**src/rtl/exp5_unidade_controle_rodadas_pkg.sv**
```systemverilog
// State codes and helpers for the multi-round game control unit.
// Shared by the control unit, the datapath debug decoder and the bench.
package exp5_unidade_controle_rodadas_pkg;

  localparam logic [3:0] INICIAL        = 4'd0;
  localparam logic [3:0] INICIALIZA     = 4'd1;
  localparam logic [3:0] INICIA_RODADA  = 4'd2;
  localparam logic [3:0] ESPERA         = 4'd4;
  localparam logic [3:0] REGISTRA       = 4'd5;
  localparam logic [3:0] COMPARA        = 4'd6;
  localparam logic [3:0] PROXIMA_JOGADA = 4'd7;
  localparam logic [3:0] PROXIMA_RODADA = 4'd8;
  localparam logic [3:0] ESGOTADO       = 4'd13;
  localparam logic [3:0] ERRO           = 4'd14;
  localparam logic [3:0] ACERTO         = 4'd15;

  function automatic logic eh_terminal(
    input logic [3:0] e
  );
    return (e == ACERTO) || (e == ERRO) ||
           (e == ESGOTADO);
  endfunction

endpackage

```
**src/rtl/exp5_unidade_controle_rodadas_contador_timeout.sv**
```systemverilog
// Saturating inactivity counter for the espera state.
// Used only when TIMEOUT_EN is defined.
module contador_timeout #(
  parameter int TIMEOUT_CYCLES = 5000,
  parameter int TIMEOUT_W      = 13
) (
  input  logic clock,
  input  logic reset,
  input  logic zera,
  input  logic conta,
  output logic fim
);

  localparam logic [TIMEOUT_W-1:0] ULTIMO =
    TIMEOUT_W'(TIMEOUT_CYCLES - 1);

  logic [TIMEOUT_W-1:0] cnt;

  // holds at the last value instead of wrapping
  always_ff @(posedge clock or posedge reset) begin
    if (reset) begin
      cnt <= '0;
    end else if (zera) begin
      cnt <= '0;
    end else if (conta && !fim) begin
      cnt <= cnt + 1'b1;
    end
  end

  assign fim = (cnt == ULTIMO);

endmodule

```
**src/rtl/exp5_unidade_controle_rodadas.sv**
```systemverilog
// Moore control unit for the multi-round sequence-memory game.
// Define TIMEOUT_EN to enable the per-play inactivity timeout.
module exp5_unidade_controle_rodadas
  import exp5_unidade_controle_rodadas_pkg::*;
#(
  parameter int TIMEOUT_CYCLES = 5000,
  parameter int TIMEOUT_W      = 13
) (
  input  logic       clock,
  input  logic       reset,
  input  logic       iniciar,
  input  logic       jogada,
  input  logic       igual,
  input  logic       fim_rodada,
  input  logic       fim_jogo,
  output logic       zeraE,
  output logic       contaE,
  output logic       zeraL,
  output logic       contaL,
  output logic       zeraR,
  output logic       registraR,
  output logic       acertou,
  output logic       errou,
  output logic       timeout,
  output logic       pronto,
  output logic [3:0] db_estado
);

  logic [3:0] estado;
  logic [3:0] prox;
  logic       expira;

`ifdef TIMEOUT_EN
  logic fim_to;

  contador_timeout #(
    .TIMEOUT_CYCLES(TIMEOUT_CYCLES),
    .TIMEOUT_W     (TIMEOUT_W)
  ) u_timeout (
    .clock(clock),
    .reset(reset),
    .zera (estado != ESPERA),
    .conta(estado == ESPERA),
    .fim  (fim_to)
  );

  assign expira = fim_to && (estado == ESPERA);
`else
  localparam int unused_cfg = TIMEOUT_CYCLES + TIMEOUT_W;
  assign expira = 1'b0;
`endif

  always_ff @(posedge clock or posedge reset) begin
    if (reset) begin
      estado <= INICIAL;
    end else begin
      estado <= prox;
    end
  end

  always_comb begin
    prox = INICIAL;
    unique case (estado)
      INICIAL:
        prox = iniciar ? INICIALIZA : INICIAL;
      INICIALIZA:
        prox = INICIA_RODADA;
      INICIA_RODADA:
        prox = ESPERA;
      // a play in the expiry cycle still counts
      ESPERA: begin
        if (jogada) begin
          prox = REGISTRA;
        end else if (expira) begin
          prox = ESGOTADO;
        end else begin
          prox = ESPERA;
        end
      end
      REGISTRA:
        prox = COMPARA;
      COMPARA: begin
        if (!igual) begin
          prox = ERRO;
        end else if (!fim_rodada) begin
          prox = PROXIMA_JOGADA;
        end else if (!fim_jogo) begin
          prox = PROXIMA_RODADA;
        end else begin
          prox = ACERTO;
        end
      end
      PROXIMA_JOGADA:
        prox = ESPERA;
      PROXIMA_RODADA:
        prox = INICIA_RODADA;
`ifdef TIMEOUT_EN
      ESGOTADO:
        prox = iniciar ? INICIALIZA : ESGOTADO;
`endif
      ERRO:
        prox = iniciar ? INICIALIZA : ERRO;
      ACERTO:
        prox = iniciar ? INICIALIZA : ACERTO;
      default:
        prox = INICIAL;
    endcase
  end

  assign zeraE = (estado == INICIAL) ||
                 (estado == INICIALIZA) ||
                 (estado == INICIA_RODADA);
  assign zeraL = (estado == INICIAL) ||
                 (estado == INICIALIZA);
  assign zeraR = zeraL;

  assign contaE    = (estado == PROXIMA_JOGADA);
  assign contaL    = (estado == PROXIMA_RODADA);
  assign registraR = (estado == REGISTRA);
  assign acertou   = (estado == ACERTO);
  assign errou     = (estado == ERRO);

`ifdef TIMEOUT_EN
  assign timeout = (estado == ESGOTADO);
  assign pronto  = eh_terminal(estado);
`else
  assign timeout = 1'b0;
  assign pronto  = acertou || errou;
`endif

  assign db_estado = estado;

endmodule

```
**config.mk**
```make
export PLATFORM = sky130hd
export DESIGN_NAME = exp5_unidade_controle_rodadas
export DESIGN_NICKNAME = d
export VERILOG_FILES = /design/src/rtl/exp5_unidade_controle_rodadas_pkg.sv /design/src/rtl/exp5_unidade_controle_rodadas_contador_timeout.sv /design/src/rtl/exp5_unidade_controle_rodadas.sv
export SDC_FILE = /design/constraint.sdc
export NUM_CORES = 1
export LEC_CHECK = 0
export CORE_AREA = 2 2 39 41
export DETAILED_ROUTE_END_ITERATION = 8
export DIE_AREA = 0 0 41 43
export PLACE_DENSITY_LB_ADDON = 0.15
export SYNTH_ARGS = -nofsm -noshare
export SYNTH_HDL_FRONTEND = slang
export SYNTH_SLANG_ARGS = --single-unit
```
**constraint.sdc**
```tcl
create_clock -name clock -period 1.49 [get_ports clock]
set_input_delay 0.149 -clock clock [delete_from_list [all_inputs] [get_ports clock]]
set_output_delay 0.149 -clock clock [all_outputs]
set_load 0.01 [all_outputs]
```
==> results of run 1 <==
==> how the worst min path moves through the flow <==
| stage | slack [ns] | end | depth (start not counted) |
|---|---|---|---|
| after floorplan | -0.08 | db_estado[0]$_DFF_PP0_ | 1 |
| after global routing | 0.10 | db_estado[3]$_DFF_PP0_ | 2 |
| after CTS | 0.09 | db_estado[1]$_DFF_PP0_ | 2 |
| after global placement | 0.34 | db_estado[2]$_DFF_PP0_ | 2 |
| final | 0.09 | db_estado[1]$_DFF_PP0_ | 2 |
| after detailed placement | 0.34 | db_estado[1]$_DFF_PP0_ | 2 |
==> cells in the mapped netlist (2+ instances only) <==
master | instances | area, um^2
buf_6 | 2 | 22.5
nor2_1 | 3 | 11.3
and2b_1 | 2 | 15.0
dfrtp_1 | 4 | 100
inv_1 | 3 | 11.3
nand2_1 | 2 | 7.51
nand2b_1 | 2 | 12.5
and3_1 | 2 | 12.5
buf_4 | 4 | 30.0
nand3b_1 | 2 | 15.0
o21ai_1 | 3 | 15.0
==> area by class of cell <==
class,count,area [um^2]
tap,16,20.0
clock buffer,3,22.5
multi-input combinational,33,251
sequential,4,104
timing repair buffer,39,312
inverter,3,11.3
fill,133,663
==> cell usage in the layout, fill, tap and decap left out, types with 2 or more instances in the layout <==
master,instances
and2b_1,2
clkbuf_2,3
and3_1,2
clkdlybuf4s50_1,7
inv_1,3
buf_2,3
nand2_1,2
dfrtp_2,3
buf_4,18
buf_6,2
clkbuf_4,3
o21ai_1,3
nand3b_1,2
nor3b_2,2
dlygate4sd2_1,5
nor2_1,3
==> layer usage <==
metal / track usage / vias up
met4: 0.0400 / 0
met5: 0 / -
met3: 0.0471 / 0
met2: 0.266 / 12
met1: 0.208 / 199
li1: - / 236
==> cell families after synthesis <==
group | Yosys count
compound gates | 10
buf+inv | 9
flops | 4
other cells | 1
simple gates | 22
==> critical path, cell delays in order, from the launching register on <==
cell and delay (ns):
dfrtp_1 0.37, buf_4 0.14, buf_6 0.12, nand3_2 0.09
nor2_1 0.04, dlygate4sd2_1 0.28
==> timing repair <==
action / in CTS / in global routing
pin swaps: 0 / 0
endpoints found under the hold margin: 0 / 0
setup endpoints to repair: 10 / 5
setup buffers: 6 / 1
resized for setup: 27 / 9
hold buffers: 0 / 0
==> report_power, final <==
group / internal [mW] / total [mW] / leakage (nW) / switching [mW]
clock network: 0.0897 / 0.129 / 0.0138 / 0.0393
logic: 0.555 / 0.960 / 0.312 / 0.405
registers: 0.163 / 0.221 / 0.0466 / 0.0587
==> flow_metrics.py, run 1 <==
metrics = {
    "sta": {
        "fmax_mhz": 710,
        "setup-violations-final": 0,
        "rsz0062_at_grt": "false",
        "final.period_utilization": 0.945,
        "timing.setup.tns_ns": 0,
        "whs_ns": 0.0949,
        "period_minus_slack_ns": 1.41,
        "fin_skew_ns": 0.00388,
        "drv_slew": 0,
        "layout_setup_ws_ns": 0.0815,
        "hold_viol_final": 0,
    },
    "synthesis": {
        "synth.mux.area_fraction": 0,
        "synthFlopType": "dfrtp_1",
        "syn_inst": 46,
        "synth-seq-area-share": 0.252,
        "syn_area_um2": 398,
        "yosys_register_bits": 4,
        "synth-xor-area-share": 0,
        "async_reset_ff_frac": 1.00,
        "synth.distinct_cells": 28,
        "synth_compound_area_frac": 0.170,
        "yosysWarningCount": 0,
        "synth_edf_count": 0,
        "synth-simple-area-share": 0.409,
        "syn-num-nets": 53,
        "synth_top_family_by_area": "simple AND/OR/NAND/NOR gates",
        "synth_fa_ha_area_frac": 0,
        "avgSynthCellArea_um2": 8.65,
    },
    "placed_design": {
        "numPlacedInstances": 88,
        "gp_congestion": 0.786,
        "place_hpwl_um": 827,
        "dp_slack_ns": -0.0525,
        "dpl_cell_area_um2": 653,
        "portBuffers": 19,
    },
    "final_layout": {
        "area_delta_synth_final_pct": 81.1,
        "final_core_util": 0.521,
        "final_cells": 98,
        "drive_above_1_share": 0.476,
        "largest_register_ffs": 4,
        "layout.nets": 91,
        "antenna_cells": 0,
        "design_area_um2": 721,
    },
    "critical_path": {
        "critPathCaptureType": "output port",
        "required_ns": 1.34,
        "crit_arrival_ns": 1.26,
        "r2r_start": "db_estado[2]$_DFF_PP0_",
        "r2r-end": "db_estado[1]$_DFF_PP0_",
        "r2r_slack_ns": 0.26,
        "critPathKind": "flip-flop to output port",
        "reg2reg_depth": 5,
        "critPathLaunchType": "flip-flop",
        "endpoint": "errou",
        "crit_path_max_fanout": 5,
        "crit_start": "db_estado[3]$_DFF_PP0_",
    },
    "routing": {
        "num_vias": 447,
        "wirelength_mm": 1.16,
        "highest_layer": "met3",
        "wl_per_cell_um": 11.8,
        "wl_met1_um": 519,
        "wl_met3_um": 62,
        "drtAntennaViolNets": 0,
        "drc": 0,
        "drtIter0Drc": 5,
        "routed_via_density": 4.56,
        "dr_wl_met2_um": 580,
        "dr.pass1.iters": 3,
    },
    "power_and_ir_drop": {
        "ir_drop_mv": 0.978,
        "p_per_area_mw_per_mm2": 1820,
        "power_mw": 1.31,
        "cellLeakagePower_nw": 0.372,
    },
    "clocking": {
        "clockBufferDepth": 2,
        "insertion_delay_ns": 0.23,
        "cts_sinks": 4,
        "cts_tree": "done",
        "root_buffer": "clkbuf_4",
        "clk_pin_slew_ns": 0.04,
        "cts_buffers": 3,
        "cts.htree.levels": 1,
    },
    "floorplanning": {
        "die_area_mm2": 0.00176,
        "initial_core_util": 0.288,
        "die_h_um": 43,
        "pin_count": 21,
        "coreArea_mm2": 0.00138,
        "fp-row-count": 14,
        "die_w_um": 41,
    },
    "run_status": {
        "status": "complete, no violations",
    },
    "min_path": {
        "worstHoldPathType": "input pin to asynchronous set/reset pin",
    },
    "global_route": {
        "grt_pass1_vias": 431,
        "grt_max_degree": 10,
        "track_usage": 0.165,
        "grt_pass1_wl_mm": 1.98,
        "antenna_found_initial": 0,
        "gr-total-overflow": 0,
    },
    "job": {
        "drv_cap": 0,
    },
}
Note: power is estimated with default switching activity, not from simulation.
==> run 2: changes to the inputs <==
--- a/config.mk
+++ b/config.mk
@@ -5,6 +5,7 @@
 export SDC_FILE = /design/constraint.sdc
 export NUM_CORES = 1
 export LEC_CHECK = 0
+export CAP_MARGIN = 25
 export CORE_AREA = 2 2 39 41
 export DETAILED_ROUTE_END_ITERATION = 8
 export DIE_AREA = 0 0 41 43
==> results of run 2 <==
Same layout as run 1: the final DEF is identical, and so are final timing and power.
